## src/rtl/layer_sequencer_if.sv

```systemverilog
// Frame and engine handshake bundle for layer_sequencer.
// master: the sequencer itself; slave: frame source plus layer engines.
interface layer_sequencer_if #(
    parameter int NUM_STAGES = 4,
    parameter int IDX_W      = (NUM_STAGES > 1) ? $clog2(NUM_STAGES) : 1
);
    logic                  frame_valid;
    logic                  frame_ready;
    logic                  abort;
    logic                  clear_err;
    logic [NUM_STAGES-1:0] stage_start;
    logic [NUM_STAGES-1:0] stage_done;
    logic                  buf_sel;
    logic                  busy;
    logic                  frame_done;
    logic                  timeout_err;
    logic [IDX_W-1:0]      err_stage;
    logic [31:0]           cycles_last;

    modport master (
        input  frame_valid,
        input  abort,
        input  clear_err,
        input  stage_done,
        output frame_ready,
        output stage_start,
        output buf_sel,
        output busy,
        output frame_done,
        output timeout_err,
        output err_stage,
        output cycles_last
    );

    modport slave (
        output frame_valid,
        output abort,
        output clear_err,
        output stage_done,
        input  frame_ready,
        input  stage_start,
        input  buf_sel,
        input  busy,
        input  frame_done,
        input  timeout_err,
        input  err_stage,
        input  cycles_last
    );
endinterface

```

## src/rtl/layer_sequencer.sv

```systemverilog
// layer_sequencer: runs NUM_STAGES layer engines strictly in order for one
// frame, toggling the ping-pong activation buffer between stages and guarding
// each stage with a watchdog.
// Optional frame-latency counter: define SEQ_PERF_CNT_EN to build it; when
// undefined, cycles_last is tied to 0.
module layer_sequencer #(
    parameter int NUM_STAGES     = 4,
    parameter int TIMEOUT_CYCLES = 100000,
    parameter int IDX_W          = (NUM_STAGES > 1) ? $clog2(NUM_STAGES) : 1
) (
    input  logic              clk,
    input  logic              reset_n,
    layer_sequencer_if.master bus
);

    typedef enum logic [2:0] {
        S_IDLE,
        S_LAUNCH,
        S_WAIT,
        S_FINISH,
        S_ERROR
    } state_t;

    localparam logic [IDX_W-1:0] LAST_IDX = IDX_W'(NUM_STAGES - 1);
    localparam bit               WD_EN    = (TIMEOUT_CYCLES != 0);
    // The watchdog counts already-elapsed WAIT cycles, so the last allowed
    // WAIT cycle is the one where the count equals TIMEOUT_CYCLES-1.
    localparam logic [31:0]      WD_LAST  = (TIMEOUT_CYCLES > 0) ? 32'(TIMEOUT_CYCLES - 1) : 32'd0;

    state_t                state_q, state_d;
    logic [IDX_W-1:0]      idx_q, idx_d;
    logic                  buf_sel_q, buf_sel_d;
    logic [31:0]           wd_q, wd_d;
    logic [IDX_W-1:0]      err_stage_q, err_stage_d;
    logic [NUM_STAGES-1:0] stage_sel;
    logic                  done_sel;

    // One-hot decode of the active stage index.
    always_comb begin
        stage_sel = '0;
        for (int i = 0; i < NUM_STAGES; i++) begin
            stage_sel[i] = (idx_q == IDX_W'(i));
        end
    end

    // Only the active engine's done bit matters; strays from others are masked.
    assign done_sel = |(bus.stage_done & stage_sel);

    // Next-state logic; abort outranks done, which outranks the watchdog.
    always_comb begin
        state_d     = state_q;
        idx_d       = idx_q;
        buf_sel_d   = buf_sel_q;
        wd_d        = wd_q;
        err_stage_d = err_stage_q;
        case (state_q)
            S_IDLE: begin
                if (bus.frame_valid) begin
                    idx_d     = '0;
                    buf_sel_d = 1'b0;
                    state_d   = S_LAUNCH;
                end
            end
            S_LAUNCH: begin
                if (bus.abort) begin
                    idx_d     = '0;
                    buf_sel_d = 1'b0;
                    state_d   = S_IDLE;
                end else begin
                    wd_d    = '0;
                    state_d = S_WAIT;
                end
            end
            S_WAIT: begin
                if (bus.abort) begin
                    idx_d     = '0;
                    buf_sel_d = 1'b0;
                    state_d   = S_IDLE;
                end else if (done_sel) begin
                    if (idx_q == LAST_IDX) begin
                        state_d = S_FINISH;
                    end else begin
                        idx_d     = idx_q + IDX_W'(1);
                        buf_sel_d = ~buf_sel_q;
                        state_d   = S_LAUNCH;
                    end
                end else if (WD_EN) begin
                    if (wd_q == WD_LAST) begin
                        err_stage_d = idx_q;
                        state_d     = S_ERROR;
                    end else begin
                        wd_d = wd_q + 32'd1;
                    end
                end
            end
            S_FINISH: begin
                if (bus.abort) begin
                    idx_d     = '0;
                    buf_sel_d = 1'b0;
                end
                state_d = S_IDLE;
            end
            S_ERROR: begin
                if (bus.clear_err) begin
                    buf_sel_d = 1'b0;
                    state_d   = S_IDLE;
                end
            end
            default: begin
                state_d = S_IDLE;
            end
        endcase
    end

    // Control and status registers.
    always_ff @(posedge clk or negedge reset_n) begin
        if (!reset_n) begin
            state_q     <= S_IDLE;
            idx_q       <= '0;
            buf_sel_q   <= 1'b0;
            wd_q        <= '0;
            err_stage_q <= '0;
        end else begin
            state_q     <= state_d;
            idx_q       <= idx_d;
            buf_sel_q   <= buf_sel_d;
            wd_q        <= wd_d;
            err_stage_q <= err_stage_d;
        end
    end

    assign bus.frame_ready = (state_q == S_IDLE);
    assign bus.busy        = (state_q != S_IDLE);
    assign bus.frame_done  = (state_q == S_FINISH);
    assign bus.timeout_err = (state_q == S_ERROR);
    assign bus.stage_start = (state_q == S_LAUNCH) ? stage_sel : '0;
    assign bus.buf_sel     = buf_sel_q;
    assign bus.err_stage   = err_stage_q;

`ifdef SEQ_PERF_CNT_EN
    logic [31:0] cnt_q, cnt_d;
    logic [31:0] cycles_last_q, cycles_last_d;

    function automatic logic [31:0] sat_inc(input logic [31:0] v);
        return (v == 32'hFFFF_FFFF) ? v : v + 32'd1;
    endfunction

    // Latency counter: zeroed on acceptance, runs while busy. cnt_q lags the
    // elapsed cycle count by one, hence the increment when latching.
    always_comb begin
        cnt_d         = cnt_q;
        cycles_last_d = cycles_last_q;
        if (state_q == S_IDLE) begin
            if (bus.frame_valid) begin
                cnt_d = '0;
            end
        end else begin
            cnt_d = sat_inc(cnt_q);
        end
        if (state_q == S_FINISH && !bus.abort) begin
            cycles_last_d = sat_inc(cnt_q);
        end
    end

    // Latency counter registers.
    always_ff @(posedge clk or negedge reset_n) begin
        if (!reset_n) begin
            cnt_q         <= '0;
            cycles_last_q <= '0;
        end else begin
            cnt_q         <= cnt_d;
            cycles_last_q <= cycles_last_d;
        end
    end

    assign bus.cycles_last = cycles_last_q;
`else
    assign bus.cycles_last = '0;
`endif

endmodule
```

## src/flat_wrapper.sv

```systemverilog
// flat-port wrapper written by rule: the top's interface ports become plain ports
module layer_sequencer_flat 
#(
    parameter int NUM_STAGES     = 4,
    parameter int TIMEOUT_CYCLES = 100000,
    parameter int IDX_W          = (NUM_STAGES > 1) ? $clog2(NUM_STAGES) : 1
)
  (clk, reset_n, bus_frame_valid, bus_abort, bus_clear_err, bus_stage_done, bus_frame_ready, bus_stage_start, bus_buf_sel, bus_busy, bus_frame_done, bus_timeout_err, bus_err_stage, bus_cycles_last);
  layer_sequencer_if #(.NUM_STAGES(NUM_STAGES), .IDX_W(IDX_W)) bus_i ();
  input  logic clk;
  input  logic reset_n;
  input wire logic [$bits(bus_i.frame_valid)-1:0] bus_frame_valid;
  input wire logic [$bits(bus_i.abort)-1:0] bus_abort;
  input wire logic [$bits(bus_i.clear_err)-1:0] bus_clear_err;
  input wire logic [$bits(bus_i.stage_done)-1:0] bus_stage_done;
  output wire logic [$bits(bus_i.frame_ready)-1:0] bus_frame_ready;
  output wire logic [$bits(bus_i.stage_start)-1:0] bus_stage_start;
  output wire logic [$bits(bus_i.buf_sel)-1:0] bus_buf_sel;
  output wire logic [$bits(bus_i.busy)-1:0] bus_busy;
  output wire logic [$bits(bus_i.frame_done)-1:0] bus_frame_done;
  output wire logic [$bits(bus_i.timeout_err)-1:0] bus_timeout_err;
  output wire logic [$bits(bus_i.err_stage)-1:0] bus_err_stage;
  output wire logic [$bits(bus_i.cycles_last)-1:0] bus_cycles_last;
  assign bus_i.frame_valid = bus_frame_valid;
  assign bus_i.abort = bus_abort;
  assign bus_i.clear_err = bus_clear_err;
  assign bus_i.stage_done = bus_stage_done;
  assign bus_frame_ready = bus_i.frame_ready;
  assign bus_stage_start = bus_i.stage_start;
  assign bus_buf_sel = bus_i.buf_sel;
  assign bus_busy = bus_i.busy;
  assign bus_frame_done = bus_i.frame_done;
  assign bus_timeout_err = bus_i.timeout_err;
  assign bus_err_stage = bus_i.err_stage;
  assign bus_cycles_last = bus_i.cycles_last;
  layer_sequencer #(.NUM_STAGES(NUM_STAGES), .TIMEOUT_CYCLES(TIMEOUT_CYCLES), .IDX_W(IDX_W)) u_core (.clk(clk), .reset_n(reset_n), .bus(bus_i));
endmodule
```

## config.mk

```make
export PLATFORM = sky130hd
export DESIGN_NAME = layer_sequencer_flat
export DESIGN_NICKNAME = d
export VERILOG_FILES = /design/src/rtl/layer_sequencer_if.sv /design/src/rtl/layer_sequencer.sv /design/src/flat_wrapper.sv
export SDC_FILE = /design/constraint.sdc
export NUM_CORES = 1
export LEC_CHECK = 0
export ABC_AREA = 1
export CAP_MARGIN = 20
export CORE_ASPECT_RATIO = 1.75
export CORE_MARGIN = 5
export CORE_UTILIZATION = 45
export DETAILED_ROUTE_END_ITERATION = 16
export GPL_ROUTABILITY_DRIVEN = 1
export PLACE_DENSITY = 0.79
export SLEW_MARGIN = 10
export SYNTH_ARGS = -nofsm -noshare
export SYNTH_HDL_FRONTEND = slang
export SYNTH_SLANG_ARGS = --single-unit
export TNS_END_PERCENT = 30
```

## constraint.sdc

```tcl
create_clock -name clk -period 2.7 [get_ports clk]
set_input_delay 0.675 -clock clk [delete_from_list [all_inputs] [get_ports clk]]
set_output_delay 0.675 -clock clk [all_outputs]
set_load 0.03 [all_outputs]
```

After elaboration in Yosys (flattened, before gate mapping) --
Index checks and enable logic that the tools add are counted.
Storage, ports and cells: register bits 40, bits in latches 0, bits in writable memories 0, bits in read-only memories 0, input bits 9, output and inout port bits 43, logic and storage cells 69, memories 0
Cells by class: add/sub/neg operators 2, $mul 0, divide/modulo/power cells 0, magnitude comparators 0, eq/ne operators 18, shift-type cells 0, muxes and demuxes 27, bitwise gates (word level) 4, reductions and logical operators 13
Operators with widths (number):
- two-way mux 32 bit | 4
- case mux 32 bit (2 select lines) | 1
- adder 32 x 1 -> 32 bit, second input constant | 1
- == test 32 x 17 -> 1 bit, second input constant | 1
- two-way mux 3 bit | 5
- two-way mux 2 bit | 7
- != test 2 bit, second input constant | 6
- case mux 3 bit (4 select lines) | 1
- AND reduction 5 bit | 2
- == test 3 x 2 -> 1 bit, second input constant | 2
- two-way mux 1 bit | 6
- case mux 2 bit (3 select lines) | 1
- AND reduction 6 bit | 1
- nonzero test 3 bit | 2
- AND 4 bit | 1
- == test 2 bit, second input constant | 2
- two-way mux 4 bit | 1
- != test 4 x 2 -> 1 bit, second input constant | 1
- case mux 1 bit (4 select lines) | 1
- AND reduction 4 bit | 1
- nonzero test 4 bit | 1
- OR reduction 4 bit | 1
- == test 3 x 1 -> 1 bit, second input constant | 1
- == test 3 bit, second input constant | 1
- other kinds (11) | 13

Logic depth before layout (Yosys ltp) --
Gate-level depths: netlist of the first run.
word-level depth 6, mapped depth 12, mapped depth without buffers 11

Worst setup path before layout of the first run --
Ideal clock, no wire load.
path type register -> output, from reg u_core.state_q[2], to out bus_busy, arrival time 1.334 ns, data required time 2.025 ns, setup slack 0.691 ns, cell stages (with the launch flop) 5, path buffers 0, cells stage by stage dfrtp_1 inv_1 nand2_1 nor2_1 inv_1
Between the ends: longest elaborated chain between the ends 1
Ends and longest elaborated chain:
- start, declared | RTL line layer_sequencer.sv:30 | state_t state_q, state_d;
- start signal, assigned | RTL line layer_sequencer.sv:124 | state_q <= state_d;
- nonzero test 3 bit | RTL line layer_sequencer.sv:133 | assign bus.busy = (state_q != S_IDLE);
- end, declared | RTL line flat_wrapper.sv:19 | output wire logic [$bits(bus_i.busy)-1:0] bus_busy;
Every way passes these cells.

Worst setup path in the final report of the first run --
from reg u_core.state_q[2], to out bus_stage_start[0]
Between the ends: longest elaborated chain between the ends 2
Ends and longest elaborated chain:
- == test 3 x 1 -> 1 bit | RTL line layer_sequencer.sv:136 | assign bus.stage_start = (state_q == S_LAUNCH) ? stage_sel : '0;
- two-way mux 4 bit | RTL line layer_sequencer.sv:136
- end, declared | RTL line flat_wrapper.sv:17 | output wire logic [$bits(bus_i.stage_start)-1:0] bus_stage_start;
Every way passes these cells.

==> summary.json, run 1 <==
{
  "global_routing": {
    "globalRoute.busiestLayer": "met2",
    "overflow": 0,
    "grt_usage_pct": 19.6,
    "grtUsageMet2_pct": 35.7,
    "grt_pass1_vias": 2925,
    "global_route.usage.met3_pct": 2.70,
    "antenna_found_initial": 0,
    "grt_start_max_net_pins": 41,
    "grt.met1_usage_pct": 20.7,
    "grt_pass1_wl_mm": 13.5
  },
  "detailed_routing": {
    "drt_first_iter_violations": 175,
    "route.final.wire_length_mm": 8.36,
    "route.detailed.vias_per_inst": 5.02,
    "antenna_violating_nets_post_route": 0,
    "route.vias.total": 3139,
    "drt_drc_violations_left": 0,
    "detailedRoute.firstPassIterationCount": 4,
    "drt-wirelength-per-cell_um": 13.4
  },
  "clocking": {
    "numCtsBuffers": 5,
    "cts_tree": "done",
    "clock_slew_seen_by_the_registers_of_the_worst_setup_and_hold_paths_ps": 60,
    "clk_path_buf_depth": 2,
    "cts_num_sinks": 40,
    "holdBufCountCts": 0,
    "htreeDepth": 2,
    "ctsRootBufferMaster": "sky130_fd_sc_hd__clkbuf_16",
    "worstSkewPairLatency_ps": 290
  },
  "synthesis": {
    "post_synth_instance_area_mm2": 0.00326,
    "synth_seq_cells": 40,
    "dominant_combinational_cell_family_by_area_after_synthesis": "simple AND/OR/NAND/NOR gates",
    "xor_xnor_share_of_the_synthesized_area_pct": 2.42,
    "mux_contribution_to_synthesized_area_pct": 0,
    "synth_edf_count": 0,
    "synth-main-ff-cell": "sky130_fd_sc_hd__dfrtp_1",
    "synthesized_area_fraction_occupied_by_ao_oa_aoi_and_oai_cells_pct": 1.23,
    "library_cells_used_by_synthesis": 24,
    "number_of_warning_messages_in_the_yosys_log": 0,
    "synth_fa_ha_area_share_pct": 1.92,
    "synth_seq_area_share_pct": 30.7,
    "synthSimpleGateAreaFrac_pct": 48.1,
    "synthesis.area_per_instance_um2": 6.25,
    "netlist_instances": 522,
    "synth-async-reset-ratio_pct": 100
  },
  "finish": {
    "layout.nets": 552,
    "layout.filler_cells": 743,
    "area_growth_syn_to_layout_pct": 8.32,
    "final_layout_size_suffix_gt1_share_pct": 6.68,
    "number_of_diodes_added_for_antenna_fixing": 0
  },
  "critical_path": {
    "cp_num_buf_inv": 3,
    "worst-r2r-cell-count": 9,
    "critPathArrivalTime_ps": 1940,
    "crit_required_ps": 2030,
    "cpPeakStageDelay_ps": 680,
    "cp_slowest_cell": "sky130_fd_sc_hd__clkdlybuf4s50_1",
    "cpLargestDelayFamily": "buffers and inverters",
    "worst_setup_path_end_kind": "primary output",
    "critPathMaxFanout": 4,
    "setup.worst_path.class": "flop to primary output",
    "worstSetupStartpointType": "flop",
    "cell_depth_of_the_worst_setup_path": 6,
    "sequence_of_cells_on_the_critical_path": "inv_1, nand2_1, nor2_1, inv_1, nor2_1, clkdlybuf4s50_1"
  },
  "floorplan": {
    "num_io_pins": 52,
    "floorplan.rows": 41,
    "initial_utilization_pct": 45.7,
    "design.core.area_mm2": 0.00713,
    "die_area_mm2": 0.00912,
    "chipHeight_um": 123,
    "die-width_um": 74.4
  },
  "timing": {
    "max_slew_violation_count": 0,
    "grt_setup_unrepaired": "false",
    "finalWorstPathRequiredPeriod_ps": 2610,
    "achievable-frequency_mhz": 382,
    "worst_clock_skew_ps": 2.69,
    "whs_ps": 502,
    "setup-tns-final_ps": 0,
    "final-hold-violation-count": 0,
    "timing.final.crit_share_pct": 96.8,
    "setup_viol": 0,
    "timing_worst_slew_pin_value_ps": 916,
    "slew-limit-headroom_pct": 39.0
  },
  "power_and_ir_drop": {
    "static-leakage-power_nw": 1.64,
    "pwr_density_cell_mw_per_mm2": 549,
    "vdd_drop_max_mv": 0.837
  },
  "status": {
    "outcome": "finished clean"
  },
  "run": {
    "max_cap_violations": 0
  },
  "placement": {
    "detailedPlacementHpwl_mm": 6.38,
    "place.gp.congestion": 0.957,
    "buffer_ports.inserted": 19
  },
  "hold_path": {
    "holdPathStages": 2,
    "hold_path_class": "flop to flop"
  }
}
[where the power goes]
part | internal, W | switching, W
Combinational | 0.000149 | 0.000445
Sequential | 0.000629 | 0.0000365
Clock | 0.000435 | 0.000244
[cells in the final DEF, fill, tap and decap left out]
cell type | synthesis | routed
sky130_fd_sc_hd__nand2_1 | 179 | 179
sky130_fd_sc_hd__nor2_1 | 97 | 97
sky130_fd_sc_hd__nand3_1 | 54 | 54
sky130_fd_sc_hd__inv_1 | 46 | 46
sky130_fd_sc_hd__dfrtp_1 | 40 | 40
sky130_fd_sc_hd__conb_1 | 1 | 32
sky130_fd_sc_hd__clkdlybuf4s50_1 | 0 | 17
sky130_fd_sc_hd__nand2_2 | 12 | 12
sky130_fd_sc_hd__xor2_1 | 7 | 7
sky130_fd_sc_hd__nor3_1 | 6 | 6
sky130_fd_sc_hd__o21ai_0 | 6 | 6
sky130_fd_sc_hd__nand4_1 | 5 | 5
sky130_fd_sc_hd__ha_1 | 5 | 5
sky130_fd_sc_hd__clkbuf_16 | 0 | 5
sky130_fd_sc_hd__nand3_2 | 3 | 3
sky130_fd_sc_hd__nor2_2 | 3 | 3
sky130_fd_sc_hd__nor3b_1 | 3 | 3
sky130_fd_sc_hd__buf_4 | 33 | 3
sky130_fd_sc_hd__inv_2 | 2 | 2
sky130_fd_sc_hd__nand2_4 | 2 | 2
sky130_fd_sc_hd__xnor2_1 | 2 | 2
sky130_fd_sc_hd__or2_2 | 2 | 2
sky130_fd_sc_hd__a21oi_1 | 2 | 2
sky130_fd_sc_hd__nor2_8 | 1 | 1
sky130_fd_sc_hd__bufinv_16 | 0 | 1
sky130_fd_sc_hd__clkbuf_1 | 6 | 1
sky130_fd_sc_hd__clkinv_2 | 0 | 1
sky130_fd_sc_hd__buf_2 | 0 | 1
sky130_fd_sc_hd__dlymetal6s2s_1 | 0 | 1
[worst reg2reg max path, stage by stage, from the launching register on]
cell and delay (ps):
sky130_fd_sc_hd__dfrtp_1 470, sky130_fd_sc_hd__ha_1 330, sky130_fd_sc_hd__nand2_2 140, sky130_fd_sc_hd__nor2_8 170, sky130_fd_sc_hd__nand3_2 100, sky130_fd_sc_hd__nor2_2 170, sky130_fd_sc_hd__nand3_2 130, sky130_fd_sc_hd__nand2_4 100
sky130_fd_sc_hd__buf_4 350, sky130_fd_sc_hd__nand3_1 160
[registers in the layout, indices dropped and copies added (netlist names)]
| register | flops |
|---|---|
| u_core.wd_q | 32 |
| u_core.state_q | 3 |
| u_core.bus.err_stage | 2 |
| u_core.idx_q | 2 |
| u_core.bus.buf_sel | 1 |
[through the flow]
step / area [µm²] / power, W / util (%) / setup slack, ps / instances
2_1_floorplan: 3380 / 0.00115 / - / 691 / 553
3_3_place_gp: 3370 / 0.00126 / 47.2 / 394 / 617
3_5_place_dp: 3370 / 0.00127 / 47.2 / 339 / 617
4_1_cts: 3530 / 0.00195 / 49.5 / 70.4 / 625
5_1_grt: 3530 / 0.00203 / 49.6 / 3.01 / 625
6_report: 3530 / 0.00194 / 49.6 / 85.4 / 625
[cell families (layout without fill, tap and decap cells)]
| logic type | Yosys count | in the layout |
|---|---|---|
| buf+inv | 92 | 78 |
| other cells | 1 | 32 |
| compound gates | 8 | 8 |
| flops | 40 | 40 |
| xor+xnor | 9 | 9 |
| simple gates | 367 | 367 |
| fa+ha+maj | 5 | 5 |
[worst paths after layout]
kind / end / slack [ps] / startpoint
worst max-delay path: bus_stage_start[0] / 90 / u_core.state_q[2]$_DFFE_PN0P_
worst min-delay path: u_core.bus.err_stage[1]$_DFFE_PN0P_ / 500 / u_core.bus.err_stage[1]$_DFFE_PN0P_
worst max register to register: u_core.state_q[1]$_DFFE_PN0P_ / 460 / u_core.wd_q[0]$_DFFE_PN0P_
worst min register to register: u_core.bus.err_stage[1]$_DFFE_PN0P_ / 500 / u_core.bus.err_stage[1]$_DFFE_PN0P_
max in group asynchronous: u_core.wd_q[21]$_DFFE_PN0P_ / 1610 / reset_n
min in group asynchronous: u_core.wd_q[31]$_DFFE_PN0P_ / 520 / reset_n
[synthesized netlist by cell type, types with 6 or more instances]
| cell type | count | area (µm²) |
|---|---|---|
| sky130_fd_sc_hd__buf_4 | 33 | 248 |
| sky130_fd_sc_hd__clkbuf_1 | 6 | 22.5 |
| sky130_fd_sc_hd__dfrtp_1 | 40 | 1000 |
| sky130_fd_sc_hd__inv_1 | 46 | 173 |
| sky130_fd_sc_hd__nand2_1 | 179 | 672 |
| sky130_fd_sc_hd__nand2_2 | 12 | 75.1 |
| sky130_fd_sc_hd__nand3_1 | 54 | 270 |
| sky130_fd_sc_hd__nor2_1 | 97 | 364 |
| sky130_fd_sc_hd__nor3_1 | 6 | 30.0 |
| sky130_fd_sc_hd__o21ai_0 | 6 | 30.0 |
| sky130_fd_sc_hd__xor2_1 | 7 | 61.3 |
[layer usage]
metal,part of all wire (%),vias up
li1,-,1567
met1,37,1464
met2,54,89
met3,4.7,19
met4,4.2,0
met5,0,-
[repair_timing]
action                     4_1_cts  5_1_grt
setup buffers                    0        0
resized for setup                0        1
setup endpoints to repair        0        1
[final cells by class]
cell class | count | area (µm²) | share of cell area [%]
multi-input combinational | 421 | 1870 | 52.9
inverter | 48 | 180 | 5.10
clock buffer | 6 | 129 | 3.65
timing repair buffer | 22 | 210 | 5.95
clock inverter | 2 | 35.0 | 0.992
tap | 86 | 108 | 3.05
sequential | 40 | 1000 | 28.3
Note: power is estimated with default switching activity, not from simulation.
==> inputs of run 2 (changes only) <==
--- a/config.mk
+++ b/config.mk
@@ -7,13 +7,11 @@
 export LEC_CHECK = 0
 export ABC_AREA = 1
 export CAP_MARGIN = 20
-export CORE_ASPECT_RATIO = 1.75
 export CORE_MARGIN = 5
 export CORE_UTILIZATION = 45
 export DETAILED_ROUTE_END_ITERATION = 16
 export GPL_ROUTABILITY_DRIVEN = 1
 export PLACE_DENSITY = 0.79
-export SLEW_MARGIN = 10
 export SYNTH_ARGS = -nofsm -noshare
 export SYNTH_HDL_FRONTEND = slang
 export SYNTH_SLANG_ARGS = --single-unit
==> run 2 against run 1 <==
Effect of this change: routed wire length shrank 6.1%; largest cell class unchanged; core utilization shrank 0.74 points; fmax rose by 1.9%; total power down 14%; clock-buffer cell count is 2 higher; critical endpoint is now bus_frame_ready; clock power down 38%; worst hold slack worse by 14 ps; via count decreased by 0.48%; critical path depth decreased by 2; setup slack better by 49 ps; sequential share of layout area up 0.41 points; global-route usage decreased by 1.2 points.
==> summary.json, run 2 (same netlist as run 1, synthesis figures left out) <==
{
  "detailed_routing": {
    "drt_first_iter_violations": 164,
    "antenna_violating_nets_post_route": 0,
    "route.final.wire_length_mm": 7.85,
    "drt_drc_violations_left": 0,
    "detailedRoute.firstPassIterationCount": 4,
    "drt-wirelength-per-cell_um": 12.3,
    "route.vias.total": 3124,
    "route.detailed.vias_per_inst": 4.90
  },
  "critical_path": {
    "critPathMaxFanout": 4,
    "crit_required_ps": 2030,
    "sequence_of_cells_on_the_critical_path": "inv_1, nand2_1, nor2_1, clkdlybuf4s50_1",
    "setup.worst_path.class": "flop to primary output",
    "worst_setup_path_end_kind": "primary output",
    "cp_slowest_cell": "sky130_fd_sc_hd__clkdlybuf4s50_1",
    "cpLargestDelayFamily": "buffers and inverters",
    "critPathArrivalTime_ps": 1890,
    "cp_num_buf_inv": 2,
    "cpPeakStageDelay_ps": 740,
    "worstSetupStartpointType": "flop"
  },
  "power_and_ir_drop": {
    "pwr-share-seq_pct": 40.0,
    "clock_power_share_pct": 25.1,
    "static-leakage-power_nw": 1.66,
    "power.internal_w": 0.000984,
    "p_switching_w": 0.000678,
    "pwr_density_cell_mw_per_mm2": 477,
    "power.share.combinational_pct": 34.8,
    "vdd_drop_max_mv": 0.360,
    "netSwitchingFraction_pct": 40.8
  },
  "finish": {
    "final_core_util_pct": 48.8,
    "layout_commonest_cell": "sky130_fd_sc_hd__nand2_1",
    "layout_top_registers": "u_core.wd_q (32), u_core.state_q (3)",
    "final_layout_size_suffix_gt1_share_pct": 6.49,
    "area_growth_syn_to_layout_pct": 6.79,
    "layout_common_cells": "sky130_fd_sc_hd__nand2_1 (179), sky130_fd_sc_hd__nor2_1 (97), sky130_fd_sc_hd__nand3_1 (54)",
    "layout.cells.non_filler": 638,
    "layout.nets": 552,
    "number_of_diodes_added_for_antenna_fixing": 0,
    "number_of_flip_flops_in_the_largest_register": 32,
    "largest_register_by_flop_count": "u_core.wd_q"
  },
  "floorplan": {
    "die_area_mm2": 0.00905,
    "design.core.area_mm2": 0.00714,
    "floorplan.rows": 31,
    "num_io_pins": 52,
    "initial_utilization_pct": 45.7,
    "chipHeight_um": 95.1,
    "die-width_um": 95.1
  },
  "placement": {
    "place.gp.congestion": 0.925,
    "dp_cells": 630,
    "detailedPlacementHpwl_mm": 6.03,
    "dpl_worst_slack_ps": 264,
    "buffer_ports.inserted": 19
  },
  "clocking": {
    "worstSkewPairLatency_ps": 290,
    "holdBufCountCts": 0,
    "post_cts_buffers": 0,
    "cts-resized-gates": 0,
    "cts_num_sinks": 40,
    "clk_path_buf_depth": 2,
    "htreeDepth": 2,
    "numCtsBuffers": 5,
    "cts_tree": "done",
    "ctsRootBufferMaster": "sky130_fd_sc_hd__clkbuf_8",
    "clock_slew_seen_by_the_registers_of_the_worst_setup_and_hold_paths_ps": 80
  },
  "global_routing": {
    "grt_pass1_wl_mm": 13.3,
    "antenna_found_initial": 0,
    "grt_start_max_net_pins": 41,
    "grt_pass1_vias": 2989,
    "overflow": 0,
    "grt_usage_pct": 18.4
  },
  "timing": {
    "timing.final.crit_share_pct": 95.0,
    "post-route-worst-setup-slack_ps": 135,
    "setup_viol": 0,
    "achievable-frequency_mhz": 390,
    "max_slew_violation_count": 0,
    "worst_clock_skew_ps": 7.49,
    "timing_worst_slew_pin_value_ps": 877,
    "final-hold-violation-count": 0,
    "slew-limit-headroom_pct": 41.5,
    "finalWorstPathRequiredPeriod_ps": 2570,
    "grt_setup_unrepaired": "false",
    "setup-tns-final_ps": 0
  },
  "run": {
    "max_cap_violations": 0
  },
  "hold_path": {
    "hold_path_class": "input pin to asynchronous set/reset pin"
  },
  "status": {
    "outcome": "finished clean"
  }
}
run 2: cell count changes in the layout (fill, tap and decap cells not counted), sizes merged:
cell | previous run | this run
bufinv | 1 | 0
clkbuf | 6 | 8
clkdlybuf4s50 | 17 | 14
clkinv | 1 | 0
dlymetal6s2s | 1 | 4
run 2: final cells by class:
type / instances / area [µm²]
Sequential cell: 40 / 1000
Inverter: 48 / 180
Fill cell: 734 / 3650
Timing Repair Buffer: 22 / 218
Multi-Input combinational cell: 421 / 1870
Clock buffer: 8 / 90.1
Tap cell: 99 / 124
run 2: layer usage:
layer | GRT usage [%] | part of all wire (%) | vias up
li1 | - | - | 1567
met1 | 22.6 | 42 | 1427
met2 | 31.0 | 48 | 112
met3 | 3.79 | 7.0 | 18
met4 | 7.93 | 2.5 | 0
met5 | 0 | 0 | -
run 2: through the flow:
step | hold slack [ps] | instance area [µm²] | power, W
6_report | 488 | 3480 | 0.00166
3_5_place_dp | 490 | 3380 | 0.00126
5_1_grt | 527 | 3480 | 0.00175
4_1_cts | 512 | 3470 | 0.00168
3_3_place_gp | 486 | 3380 | 0.00125
2_1_floorplan | 379 | 3380 | 0.00115
run 2: power by group through the flow:
stage               Sequential [W]  Combinational [W]  Clock, W
detailed placement        0.000675           0.000584         0
global placement          0.000675           0.000576         0
floorplan                 0.000675           0.000475         0
CTS                       0.000665           0.000585  0.000426
global route              0.000671           0.000635  0.000448
finish                    0.000665           0.000579  0.000418
run 2: worst paths after layout:
path,startpoint,end,slack (ps),depth (start not counted)
min reg2reg,u_core.bus.err_stage[1]$_DFFE_PN0P_,u_core.bus.err_stage[1]$_DFFE_PN0P_,500,2
max in group asynchronous,reset_n,u_core.wd_q[28]$_DFFE_PN0P_,1650,1
min in group clk,u_core.bus.err_stage[1]$_DFFE_PN0P_,u_core.bus.err_stage[1]$_DFFE_PN0P_,500,2
max reg2reg,u_core.wd_q[0]$_DFFE_PN0P_,u_core.wd_q[22]$_DFFE_PN0P_,400,10
min,reset_n,u_core.wd_q[6]$_DFFE_PN0P_,490,1
max,u_core.state_q[2]$_DFFE_PN0P_,bus_frame_ready,130,4
